## config.mk

```make
export PLATFORM = sky130hd
export DESIGN_NAME = display_scan
export DESIGN_NICKNAME = d
export VERILOG_FILES = /design/src/rtl/display_scan.sv
export SDC_FILE = /design/constraint.sdc
export NUM_CORES = 1
export LEC_CHECK = 0
export ABC_AREA = 1
export ABC_CLOCK_PERIOD_IN_PS = 2350
export BUFFER_PORTS_ARGS = -buffer_cell sky130_fd_sc_hd__buf_4
export CELL_PAD_IN_SITES_DETAIL_PLACEMENT = 1
export CELL_PAD_IN_SITES_GLOBAL_PLACEMENT = 1
export CORE_UTILIZATION = 33
export DETAILED_ROUTE_END_ITERATION = 10
export GPL_TIMING_DRIVEN = 1
export PLACE_DENSITY_LB_ADDON = 0.1
export SETUP_SLACK_MARGIN = 0.1
export SYNTH_ARGS = -nofsm -noshare
export SYNTH_HDL_FRONTEND = slang
export SYNTH_SLANG_ARGS = --single-unit
```

## constraint.sdc

```tcl
create_clock -name clk -period 2.35 [get_ports clk]
set_input_delay 0.1175 -clock clk [delete_from_list [all_inputs] [get_ports clk]]
set_output_delay 0.1175 -clock clk [all_outputs]
set_load 0.01 [all_outputs]
```

## src/rtl/display_scan.sv

```systemverilog
`default_nettype none
// ============================================================================
// display_scan : multiplexed 7-segment scanner with PWM, blanking, double buffer
// Revision 1.0 - initial release
// ============================================================================
module display_scan #(
    parameter int NUM_DIGITS = 8,
    parameter int STEP_DIV   = 3125,
    parameter bit HEX_EN     = 1'b0
) (
    input  logic                    clk,
    input  logic                    rst_n,
    input  logic [4*NUM_DIGITS-1:0] digits,
    input  logic [NUM_DIGITS-1:0]   dp,
    input  logic [NUM_DIGITS-1:0]   digit_en,
    input  logic                    blank_lz,
    input  logic [3:0]              brightness,
    input  logic                    load,
    output logic [6:0]              Sseg,
    output logic                    dp_out,
    output logic [NUM_DIGITS-1:0]   anodos,
    output logic                    frame_done
);

    localparam int                    c_sc_w    = (STEP_DIV > 1) ? $clog2(STEP_DIV) : 1;
    localparam int                    c_idx_w   = $clog2(NUM_DIGITS);
    localparam logic [c_sc_w-1:0]     c_sc_max  = c_sc_w'(STEP_DIV - 1);
    localparam logic [c_idx_w-1:0]    c_idx_max = c_idx_w'(NUM_DIGITS - 1);
    localparam logic [NUM_DIGITS-1:0] c_an_one  = {{(NUM_DIGITS-1){1'b0}}, 1'b1};

    logic [c_sc_w-1:0]       step_cnt_q, step_cnt_d;
    logic [3:0]              pwm_q, pwm_d;
    logic [c_idx_w-1:0]      idx_q, idx_d;
    logic [4*NUM_DIGITS-1:0] pend_digits_q, pend_digits_d, act_digits_q, act_digits_d;
    logic [NUM_DIGITS-1:0]   pend_dp_q, pend_dp_d, act_dp_q, act_dp_d;
    logic [NUM_DIGITS-1:0]   pend_en_q, pend_en_d, act_en_q, act_en_d;
    logic                    pend_lz_q, pend_lz_d, act_lz_q, act_lz_d;
    logic                    pend_valid_q, pend_valid_d;
    logic                    bound_q, bound_d;
    logic [6:0]              sseg_q, sseg_d;
    logic                    dp_out_q, dp_out_d;
    logic [NUM_DIGITS-1:0]   anodos_q, anodos_d;
    logic                    frame_done_q, frame_done_d;

    logic                    step_tick, slot_end, frame_bound, lit, zero_run;
    logic [NUM_DIGITS-1:0]   blanked_vec;
    logic [3:0]              cur_code;

    function automatic logic [6:0] seg_decode(input logic [3:0] code);
        logic [6:0] s;
        case (code)
            4'h0: s = 7'b0000001;
            4'h1: s = 7'b1001111;
            4'h2: s = 7'b0010010;
            4'h3: s = 7'b0000110;
            4'h4: s = 7'b1001100;
            4'h5: s = 7'b0100100;
            4'h6: s = 7'b0100000;
            4'h7: s = 7'b0001111;
            4'h8: s = 7'b0000000;
            4'h9: s = 7'b0000100;
            4'hA: s = HEX_EN ? 7'b0001000 : 7'b1111111;
            4'hB: s = HEX_EN ? 7'b1100000 : 7'b1111111;
            4'hC: s = HEX_EN ? 7'b0110001 : 7'b1111111;
            4'hD: s = HEX_EN ? 7'b1000010 : 7'b1111111;
            4'hE: s = HEX_EN ? 7'b0110000 : 7'b1111111;
            default: s = HEX_EN ? 7'b0111000 : 7'b1111111;
        endcase
        return s;
    endfunction

    always_comb begin
        step_tick   = (step_cnt_q == c_sc_max);
        slot_end    = step_tick && (pwm_q == 4'hF);
        frame_bound = slot_end && (idx_q == c_idx_max);

        step_cnt_d = step_tick ? '0 : step_cnt_q + 1'b1;
        pwm_d      = step_tick ? pwm_q + 4'd1 : pwm_q;
        idx_d      = idx_q;
        if (slot_end) begin
            idx_d = (idx_q == c_idx_max) ? '0 : idx_q + 1'b1;
        end

        pend_digits_d = pend_digits_q;
        pend_dp_d     = pend_dp_q;
        pend_en_d     = pend_en_q;
        pend_lz_d     = pend_lz_q;
        pend_valid_d  = pend_valid_q;
        act_digits_d  = act_digits_q;
        act_dp_d      = act_dp_q;
        act_en_d      = act_en_q;
        act_lz_d      = act_lz_q;
        // Promotion uses the pending set as it was before this cycle, so a
        // load landing on the boundary cycle waits a full frame.
        if (frame_bound && pend_valid_q) begin
            act_digits_d = pend_digits_q;
            act_dp_d     = pend_dp_q;
            act_en_d     = pend_en_q;
            act_lz_d     = pend_lz_q;
            pend_valid_d = 1'b0;
        end
        if (load) begin
            pend_digits_d = digits;
            pend_dp_d     = dp;
            pend_en_d     = digit_en;
            pend_lz_d     = blank_lz;
            pend_valid_d  = 1'b1;
        end

        zero_run    = 1'b1;
        blanked_vec = '0;
        for (int i = NUM_DIGITS - 1; i >= 0; i--) begin
            zero_run       = zero_run && (act_digits_q[4*i +: 4] == 4'd0);
            blanked_vec[i] = act_lz_q && (i != 0) && zero_run;
        end

        cur_code = act_digits_q[4*idx_q +: 4];
        lit      = act_en_q[idx_q] && (pwm_q < brightness) && !blanked_vec[idx_q];

        sseg_d   = 7'b1111111;
        dp_out_d = 1'b1;
        anodos_d = '1;
        if (lit) begin
            anodos_d = ~(c_an_one << idx_q);
            sseg_d   = seg_decode(cur_code);
            dp_out_d = ~act_dp_q[idx_q];
        end

        // Extra stage so frame_done lines up with the registered outputs.
        bound_d      = frame_bound;
        frame_done_d = bound_q;
    end

    always_ff @(posedge clk or negedge rst_n) begin
        if (!rst_n) begin
            step_cnt_q    <= '0;
            pwm_q         <= '0;
            idx_q         <= '0;
            pend_digits_q <= '0;
            pend_dp_q     <= '0;
            pend_en_q     <= '0;
            pend_lz_q     <= 1'b0;
            pend_valid_q  <= 1'b0;
            act_digits_q  <= '0;
            act_dp_q      <= '0;
            act_en_q      <= '0;
            act_lz_q      <= 1'b0;
            bound_q       <= 1'b0;
            sseg_q        <= 7'b1111111;
            dp_out_q      <= 1'b1;
            anodos_q      <= '1;
            frame_done_q  <= 1'b0;
        end else begin
            step_cnt_q    <= step_cnt_d;
            pwm_q         <= pwm_d;
            idx_q         <= idx_d;
            pend_digits_q <= pend_digits_d;
            pend_dp_q     <= pend_dp_d;
            pend_en_q     <= pend_en_d;
            pend_lz_q     <= pend_lz_d;
            pend_valid_q  <= pend_valid_d;
            act_digits_q  <= act_digits_d;
            act_dp_q      <= act_dp_d;
            act_en_q      <= act_en_d;
            act_lz_q      <= act_lz_d;
            bound_q       <= bound_d;
            sseg_q        <= sseg_d;
            dp_out_q      <= dp_out_d;
            anodos_q      <= anodos_d;
            frame_done_q  <= frame_done_d;
        end
    end

    assign Sseg       = sseg_q;
    assign dp_out     = dp_out_q;
    assign anodos     = anodos_q;
    assign frame_done = frame_done_q;

endmodule
`default_nettype wire
```

==> summary.txt, run 1 <==
Run status
  • Outcome: complete, but fails checks
  • Violated checks: design-rule violations

Run
  • Max capacitance violation total: 0

Global routing
  • Total GRT Usage: 17.8%
  • Grt total ovfl: 0
  • Met1 Use GR: 22.5%
  • Vias in the first global route: 5396
  • Initial antenna violation count: 0
  • First-pass GRT wire length: 27000 µm
  • Largest net degree at the start of global routing: 100
  • Met3 usage: 3.94%
  • Met2 GRT Util: 30.3%
  • Busiest grt layer: met2

Finish
  • Fin area: 8160 µm²
  • Area Growth Syn to Fin: 31.6%
  • Multi-input logic area: 2230 µm²
  • Total area of sequential cells: 3420 µm²
  • Diode count: 0
  • Final instance count without filler cells: 1093
  • Nets: 925
  • Share of layout cells above drive strength 1: 16.3%
  • Number of fill cells in the layout: 2119

Placement
  • Dpl cells: 1011
  • Placer Congestion: 0.804
  • DP Area: 7010 µm²
  • Port bufs: 72
  • HPWL after detailed placement: 10700 µm

STA
  • RSZ-0062 raised after global routing: no
  • Setup TNS: 0 ps
  • Max Clk Rate: 0.496 GHz
  • Slew HR: 45.0%
  • # setup viols final: 0
  • Post-Route Skew: 6.81 ps
  • Fin. Hold Viols: 0
  • Final min period: 2020 ps
  • Crit share post-route: 85.8%
  • Max Slew Vio Count: 0
  • Slew of the pin with the lowest slew margin: 825 ps

Logic synthesis
  • FF+latch count, synth: 136
  • Ys Warns: 0
  • Synth Area in Compound Gates: 10.1%
  • Netlist cell types: 31
  • Post-synth EDFFs: 0
  • Async set or reset register ratio after synthesis: 100%
  • Fraction of synthesized area in multiplexers: 0%
  • Synthesized area: 6200 µm²
  • XOR/XNOR Fraction of Synth Area: 0.989%
  • Mapped Nets: 803
  • Largest family of logic cells by synthesized area: simple AND/OR/NAND/NOR gates
  • Top_reg_cell synth: dfrtp_1
  • Syn_area_per_cell: 8.51 µm²
  • Simple-Gate Fraction of Synth Area: 21.2%
  • Register area share after synthesis: 55.2%
  • Synth Area in Adders: 3.63%
  • Syn Inst Count: 729

Route
  • Final ANT Viol Nets: 0
  • Number of DRC markers in iteration 0: 222
  • DRT Pass-1 Iters: 7
  • Wirelength, routed: 15700 µm
  • DR WL/cell: 14.3 µm
  • Routed vias/inst: 4.62
  • Via count: 5054
  • Number of remaining DRC errors: 4

Floorplanning
  • Site Rows: 49
  • Core box area: 18200 µm²
  • Starting Density: 34.1%
  • Ports: 73
  • Die width: 139 µm
  • Die height: 139 µm
  • Die ar.: 19300 µm²

Worst hold path
  • Hold Path Class: in2async

Critical path
  • Crit path DAT: 2360 ps
  • CP Launch Type: flop
  • Worst setup EP type: flop
  • CP Class: reg2reg
  • Critical Path Fanout Max: 30
  • Critical Path RT: 2690 ps

Clock network
  • Clk buf depth: 2
  • Worst-Skew Late Latency: 420 ps
  • Clock sinks: 136
  • TritonCTS Buffers: 17
  • H-tree levels: 4
  • Worst-path clk slew: 60 ps
  • Setup repair bufs after CTS: 0
  • Clk root buf: clkbuf_16
  • CTS tree: yes

Pwr
  • Leakage: 3.99 nW
  • IR drop worst, VDD: 484 µV
  • Pwr dens: 697 nW/µm²
==> registers in the layout, summed over array words and instances, names as in the netlist, 3 cells and up <==
signal / count
act_digits_q: 32
pend_digits_q: 32
step_cnt_q: 12
act_dp_q: 8
act_en_q: 8
anodos: 8
pend_dp_q: 8
pend_en_q: 8
Sseg: 7
pwm_q: 4
idx_q: 3
==> kinds of logic after synthesis <==
family,count (synthesis)
adder cells (fa/ha/maj),18
XOR/XNOR,7
flip-flops,136
AND/OR/NAND/NOR,309
AO/OA/AOI/OAI,123
buffers and inverters,136
==> cell usage in the layout (no fill, tap or decap), types with 17 or more instances in the layout <==
cell,synthesis,layout
nand3_1,59,59
nor2_1,41,41
inv_1,101,101
nand2_1,196,196
o21ai_0,59,59
buf_4,3,81
dfrtp_1,120,120
clkbuf_16,0,17
ha_1,18,18
dlygate4sd3_1,0,50
o21ai_1,49,49
==> critical path, cell delays in order, from the launching register on <==
cell	delay (ps)
dfrtp_1	380
buf_4	340
nand2_1	140
nand3_1	110
nand3_1	80
nand2_1	190
inv_1	100
ha_1	210
inv_1	70
nand3_1	110
nand3_1	110
nand3_1	90
==> path summary, 6_finish.rpt <==
path | start | to | slack (ps) | cells past startpoint
hold / removal | rst_n | step_cnt_q[10] | 200 | 2
setup reg to reg | idx_q[0] | Sseg[3] | 330 | 11
min in group clk | load | pend_digits_q[2] | 290 | 3
hold reg to reg | bound_q | frame_done | 350 | 0
max in group asynchronous | rst_n | pend_digits_q[3] | 1370 | 3
setup / recovery | idx_q[0] | Sseg[3] | 330 | 11
==> cell usage after synthesis (2+ instances only) <==
| cell type | number | area, µm² |
|---|---|---|
| buf_2 | 9 | 45.0 |
| nand3_1 | 59 | 295 |
| xnor2_1 | 2 | 17.5 |
| nand2_1 | 196 | 736 |
| nor3_1 | 2 | 10.0 |
| o21ai_1 | 49 | 245 |
| a21oi_1 | 10 | 50.1 |
| dfstp_2 | 16 | 420 |
| nor3_2 | 2 | 20.0 |
| o21ai_0 | 59 | 295 |
| nand3_4 | 2 | 35.0 |
| inv_1 | 101 | 379 |
| inv_2 | 2 | 7.51 |
| dfrtp_1 | 120 | 3000 |
| buf_6 | 2 | 22.5 |
| xor2_1 | 5 | 43.8 |
| buf_4 | 3 | 22.5 |
| clkbuf_1 | 18 | 67.6 |
| ha_1 | 18 | 225 |
| nor4_1 | 2 | 12.5 |
| nor2_1 | 41 | 154 |
| a21o_1 | 2 | 15.0 |
==> layout make-up <==
class / instances / area share (%)
clock buffers: 20 / 5.48
well taps: 229 / 3.51
multi-input cells: 457 / 27.3
repair buffers: 135 / 14.5
inverters: 104 / 4.83
clock inverters: 12 / 2.42
flip-flops and latches: 136 / 42.0
==> per-layer routing <==
| metal | part of all wire [%] | wire (µm) |
|---|---|---|
| met1 | 47 | 7370 |
| met2 | 49 | 7700 |
| met3 | 2.6 | 402 |
| met4 | 1.3 | 204 |
| met5 | 0 | 0 |
==> per-stage QoR <==
step                hold WS, ps  worst slack, ps  power, mW  utilization, %
global route                264              147       5.91            44.8
global placement            110              433       2.73            38.5
floorplan                  -178              536       2.58               -
detailed placement          107              277       2.75            38.5
CTS                         218              293       5.78            44.8
finish                      200              333       5.69            44.8
==> power by group <==
part	switching (mW)	internal [mW]	leakage [nW]	total [mW]
logic	0.170	0.153	1.94	0.323
registers	0.0207	2.42	1.74	2.44
clock network	1.02	1.91	0.310	2.93
==> what timing repair did <==
item                                   in CTS  in global routing
resized for setup                           0                  1
hold buffers                               50                  0
endpoints found under the hold margin      85                  0
setup endpoints to repair                   0                  4
No activity file was read; power rests on OpenSTA's default activity.
==> run 2, diff against run 1 <==
REMOVE_ABC_BUFFERS = 1   (was not set)
SETUP_SLACK_MARGIN = 0.2   (was 0.1)
==> summary.txt, run 2 (synthesized netlist as in run 1, its figures left out) <==
Clock network
  • H-tree levels: 4 (unchanged)
  • Clk buf depth: 2 (unchanged)
  • Worst-path clk slew: 60 ps (about the same)
  • Clock sinks: 136 (unchanged)
  • CTS tree: yes (unchanged)
  • TritonCTS Buffers: 17 (unchanged)
  • Worst-Skew Late Latency: 420 ps (about the same)
  • Clk root buf: clkbuf_16 (unchanged)

STA
  • Max Clk Rate: 0.513 GHz (was 0.496 GHz)
  • Slew of the pin with the lowest slew margin: 839 ps (was 825 ps)
  • Final WS setup: 402 ps (was 333 ps)
  • Worst hold slack: 301 ps (was 200 ps)
  • Slew HR: 44.0% (was 45.0%)
  • Max Slew Vio Count: 0 (unchanged)
  • RSZ-0062 raised after global routing: no (unchanged)
  • Fin. Hold Viols: 0 (unchanged)
  • Crit share post-route: 82.9% (was 85.8%)
  • # setup viols final: 0 (unchanged)
  • Final min period: 1950 ps (was 2020 ps)
  • Post-Route Skew: 8.56 ps (was 6.81 ps)

Global routing
  • Grt total ovfl: 0 (unchanged)
  • Vias in the first global route: 5297 (was 5396)
  • Largest net degree at the start of global routing: 137 (was 100)
  • Total GRT Usage: 17.1% (was 17.8%)
  • First-pass GRT wire length: 26200 µm (was 27000 µm)
  • Initial antenna violation count: 0 (unchanged)

Finish
  • Number of fill cells in the layout: 2139 (was 2119)
  • Nets: 924 (was 925)
  • Total area of sequential cells: 3420 µm² (unchanged)
  • Commonest non-fill, non-tap cell in the layout: nand2_1 (unchanged)
  • Diode count: 0 (unchanged)
  • Share of layout cells above drive strength 1: 16.3% (about the same)
  • Leading cell types in the layout, fill and taps excluded: nand2_1 (196), dfrtp_1 (120), inv_1 (101) (unchanged)
  • Multi-input logic area: 2230 µm² (about the same)
  • Final instance count without filler cells: 1092 (was 1093)
  • Area Growth Syn to Fin: 31.0% (was 31.6%)
  • Largest registers: act_digits_q: 32 flops, pend_digits_q: 32 flops, step_cnt_q: 12 flops (unchanged)

Critical path
  • R2r worst-path depth: 13 (was 11)
  • CP Class: reg2reg (unchanged)
  • CP Launch Type: flop (unchanged)
  • Critical Path Fanout Max: 12 (was 30)
  • Reg2reg start: idx_q[0] (unchanged)
  • Crit path DAT: 2290 ps (was 2360 ps)
  • RR Endpoint: Sseg[3] (unchanged)
  • Critical Path RT: 2690 ps (about the same)
  • Worst setup EP type: flop (unchanged)
  • Worst reg-to-reg setup slack: 400 ps (was 330 ps)

Pwr
  • Pwr dens: 688 nW/µm² (was 697 nW/µm²)
  • Leakage: 3.97 nW (was 3.99 nW)
  • IR drop worst, VDD: 517 µV (was 484 µV)

Floorplanning
  • Ports: 73 (unchanged)
  • Die width: 139 µm (unchanged)
  • Site Rows: 49 (unchanged)
  • Starting Density: 34.1% (unchanged)
  • Die height: 139 µm (unchanged)
  • Die ar.: 19300 µm² (unchanged)
  • Core box area: 18200 µm² (unchanged)

Route
  • DRT Pass-1 Iters: 9 (was 7)
  • Number of remaining DRC errors: 4 (unchanged)
  • M1 WL: 7430 µm (was 7370 µm)
  • Number of DRC markers in iteration 0: 261 (was 222)
  • Wirelength, routed: 15200 µm (was 15700 µm)
  • Final ANT Viol Nets: 0 (unchanged)
  • Met3 wire len: 406 µm (was 402 µm)
  • Top sig layer: met4 (unchanged)
  • Via count: 5020 (was 5054)
  • DR WL/cell: 14.0 µm (was 14.3 µm)
  • Routed vias/inst: 4.60 (was 4.62)
  • Wire length on met2: 7170 µm (was 7700 µm)

Run
  • Max capacitance violation total: 0 (unchanged)

Placement
  • Placer Congestion: 0.825 (was 0.804)
  • Dpl ws: 275 ps (was 277 ps)
  • Port bufs: 72 (unchanged)
  • HPWL after detailed placement: 10400 µm (was 10700 µm)
  • Dpl cells: 1010 (was 1011)

Run status
  • Violated checks: design-rule violations (unchanged)
  • Outcome: complete, but fails checks (unchanged)

Worst hold path
  • Hold Path Class: in2async (unchanged)
==> run 2: metal layers <==
layer / vias to the layer above / track usage, %
li1: 2532 / -
met1: 2400 / 22.1
met2: 70 / 28.4
met3: 18 / 3.59
met4: 0 / 6.08
met5: - / 0
==> run 2: metrics by stage <==
stage	power [mW]	TNS, ps	area (µm²)	utilization (%)
after global placement	2.73	0	6990	38.4
after CTS	5.65	0	8120	44.6
final	5.58	0	8120	44.6
after global routing	5.80	0	8120	44.6
after floorplan	2.56	-809	6040	-
after detailed placement	2.74	0	6990	38.4
==> run 2: final cells by class <==
| type | count | area share, % |
|---|---|---|
| Inverter | 104 | 4.81 |
| Sequential cell | 136 | 42.2 |
| Tap cell | 229 | 3.53 |
| Clock inverter | 10 | 1.76 |
| Multi-Input combinational cell | 457 | 27.5 |
| Timing Repair Buffer | 134 | 14.3 |
| Clock buffer | 22 | 5.96 |
==> run 2: worst max-delay path by stage <==
stage / start / end / slack, ps / cells after the start
finish: idx_q[0] / Sseg[3] / 400 / 13
global route: idx_q[0] / Sseg[3] / 210 / 13
CTS: idx_q[1] / Sseg[3] / 250 / 9
detailed placement: idx_q[1] / Sseg[3] / 280 / 9
global placement: idx_q[1] / Sseg[3] / 430 / 9
floorplan: idx_q[0] / Sseg[3] / -190 / 9
==> run 2: critical path: stages, from the launching register on <==
cell and delay, ps:
dfrtp_1 350, clkinv_1 190, buf_4 240, nand2_1 70
nand2_1 50, nand2_1 50, nand3_1 60, nand2_1 220
inv_1 100, ha_1 200, inv_1 50, nand3_1 90
nand3_1 100, nand3_1 90
==> run 2: repair_timing <==
action / CTS / global route
setup buffers: 0 / 0
resized for setup: 0 / 2
endpoints found under the setup margin: 0 / 6
endpoints found under the hold margin: 169 / 0
hold buffers: 50 / 0
==> run 2: where the power goes <==
part           leakage, nW  internal, mW  switching, mW
Combinational         1.93         0.152          0.165
Clock                0.295          1.78           1.04
Sequential            1.74          2.42         0.0209
Total                 3.97          4.35           1.23
==> run 3, diff against run 2 <==
ABC_CLOCK_PERIOD_IN_PS = 1900   (was 2350)
clock period = 1.9 ns   (was 2.35 ns; I/O delays follow)
==> summary.txt, run 3 (synthesized netlist as in run 1, its figures left out) <==
Run status
  • Outcome: complete, but fails checks (unchanged)
  • Violated checks: design-rule violations (unchanged)

Clock network
  • Clock sinks: 136 (unchanged)
  • CTS tree: yes (unchanged)
  • TritonCTS Buffers: 17 (unchanged)
  • Clk buf depth: 2 (unchanged)
  • Worst-Skew Late Latency: 420 ps (about the same)
  • Worst-path clk slew: 60 ps (about the same)
  • H-tree levels: 4 (unchanged)
  • Clk root buf: clkbuf_16 (unchanged)

Finish
  • Finished Core Util: 51.6% (was 44.6%)
  • Largest registers: act_digits_q: 32 flops, pend_digits_q: 32 flops, step_cnt_q: 12 flops (unchanged)
  • Diode count: 0 (unchanged)
  • Area Growth Syn to Fin: 51.5% (was 31.0%)
  • Share of layout cells above drive strength 1: 33.8% (was 16.3%)
  • Commonest non-fill, non-tap cell in the layout: nand2_1 (unchanged)
  • Leading cell types in the layout, fill and taps excluded: nand2_1 (149), dfrtp_1 (118), buf_4 (102) (was nand2_1 (196), dfrtp_1 (120), inv_1 (101))
  • Nets: 976 (was 924)
  • Fin area: 9400 µm² (was 8120 µm²)

Global routing
  • First-pass GRT wire length: 28900 µm (was 26200 µm)
  • Grt total ovfl: 0 (unchanged)
  • Largest net degree at the start of global routing: 100 (was 137)
  • Initial antenna violation count: 0 (unchanged)
  • Total GRT Usage: 19.0% (was 17.1%)
  • Vias in the first global route: 5805 (was 5297)

Floorplanning
  • Site Rows: 49 (unchanged)
  • Die width: 139 µm (unchanged)
  • Die ar.: 19300 µm² (unchanged)
  • Starting Density: 34.1% (unchanged)
  • Ports: 73 (unchanged)
  • Core box area: 18200 µm² (unchanged)
  • Die height: 139 µm (unchanged)

Critical path
  • Worst path bufs/invs: 3 (was 4)
  • CP peak stage delay: 380 ps (was 350 ps)
  • CP dominant cell by count: nand3_4
  • Critical Path Fanout Max: 9 (was 12)
  • CP delay by family, top: simple AND/OR/NAND/NOR gates (unchanged)
  • Crit path DAT: 2040 ps (was 2290 ps)
  • CP Launch Type: flop (unchanged)
  • CP Class: reg2reg (unchanged)
  • Crit-path slowest cell: dfrtp_1 (unchanged)
  • Critical Path RT: 2200 ps (was 2690 ps)
  • Worst-path cell chain: inv_1 > ha_2 > nand2_2 > nor2_4 > nand3_4 > nor2_8 > nand3_4 > buf_12 > buf_16 > nand2_1 > o21ai_1 (was clkinv_1 > buf_4 > nand2_1 > nand2_1 > nand2_1 > nand3_1 > nand2_1 > inv_1 > ha_1 > inv_1 > nand3_1 > nand3_1 > nand3_1)
  • Worst setup EP type: flop (unchanged)
  • WP depth: 11 (was 13)
  • R2r worst-path depth: 11 (was 13)

Route
  • Number of remaining DRC errors: 5 (was 4)
  • Via count: 5382 (was 5020)
  • Wirelength, routed: 17400 µm (was 15200 µm)
  • Number of DRC markers in iteration 0: 141 (was 261)
  • DRT Pass-1 Iters: 10 (was 9)
  • DR WL/cell: 15.2 µm (was 14.0 µm)
  • Routed vias/inst: 4.70 (was 4.60)
  • Final ANT Viol Nets: 0 (unchanged)

Pwr
  • Leakage: 4.49 nW (was 3.97 nW)
  • Pwr dens: 756 nW/µm² (was 688 nW/µm²)
  • IR drop worst, VDD: 580 µV (was 517 µV)

Placement
  • Placer Congestion: 0.833 (was 0.825)
  • DP Area: 7150 µm² (was 6990 µm²)
  • Port bufs: 72 (unchanged)
  • HPWL after detailed placement: 10800 µm (was 10400 µm)

STA
  • Post-Route Skew: 8.24 ps (was 8.56 ps)
  • Fin. Hold Viols: 0 (unchanged)
  • Slew HR: 64.6% (was 44.0%)
  • Crit share post-route: 91.6% (was 82.9%)
  • # setup viols final: 0 (unchanged)
  • Max Slew Vio Count: 0 (unchanged)
  • Setup TNS: 0 ps (unchanged)
  • Max Clk Rate: 0.574 GHz (was 0.513 GHz)
  • RSZ-0062 raised after global routing: yes (was no)
  • Final min period: 1740 ps (was 1950 ps)
  • Slew of the pin with the lowest slew margin: 531 ps (was 839 ps)

Worst hold path
  • Hold Path Class: in2async (unchanged)

Run
  • Max capacitance violation total: 0 (unchanged)
==> run 3: cell types whose count changed in the layout (fill, tap and decap cells not counted), moves of 17 or more <==
| cell | previous run | this run |
|---|---|---|
| nand2_1 | 196 | 149 |
| nand3_1 | 59 | 27 |
| nand3_2 | 0 | 32 |
| nand2_2 | 1 | 28 |
| buf_4 | 81 | 102 |
| nand2_4 | 0 | 20 |
| o21ai_1 | 49 | 32 |
==> run 3: per-layer routing <==
metal | vias to the layer above | track usage (%) | wire (µm)
met5 | - | 0 | 0
met4 | 0 | 5.91 | 212
met3 | 16 | 4.21 | 524
met2 | 81 | 32.6 | 8780
met1 | 2649 | 23.7 | 7870
li1 | 2636 | - | -
==> run 3: power breakdown <==
part	internal, mW	switching (mW)	total [mW]
clock network	2.39	1.27	3.67
logic	0.200	0.218	0.418
registers	2.99	0.0250	3.02
==> run 3: area by class of cell <==
| cell class | count | area, µm² |
|---|---|---|
| timing repair buffer | 186 | 1860 |
| inverter | 104 | 399 |
| fill | 2022 | 8810 |
| tap | 229 | 287 |
| clock buffer | 20 | 457 |
| sequential | 136 | 3430 |
| multi-input combinational | 457 | 2770 |
| clock inverter | 12 | 198 |
==> run 3: worst paths after layout <==
path	start	end	slack (ps)
max	step_cnt_q[1]	act_digits_q[4]	160
min	rst_n	step_cnt_q[9]	210
max reg2reg	step_cnt_q[1]	act_digits_q[4]	160
min reg2reg	bound_q	frame_done	350
max in group asynchronous	rst_n	dp_out	1010
min in group clk	load	pend_digits_q[11]	210
==> run 3: repair_timing <==
action                                  in CTS  in global routing
buffers inserted                            15                 10
pin swaps                                    8                 22
gates resized for setup                     75                104
hold endpoints to repair                    98                  0
hold buffers                                50                  0
cloned                                       6                  4
endpoints found under the setup margin      64                 68
==> run 3: through the flow <==
| stage | power (mW) | hold slack, ps | setup WS (ps) | std cells |
|---|---|---|---|---|
| CTS | 7.19 | 189 | 148 | 1130 |
| floorplan | 3.17 | -201 | -641 | 697 |
| finish | 7.10 | 207 | 159 | 1144 |
| global placement | 3.39 | 89.2 | 86.7 | 1027 |
| global route | 7.38 | 218 | 64.7 | 1144 |
| detailed placement | 3.41 | 93.1 | -76.2 | 1027 |
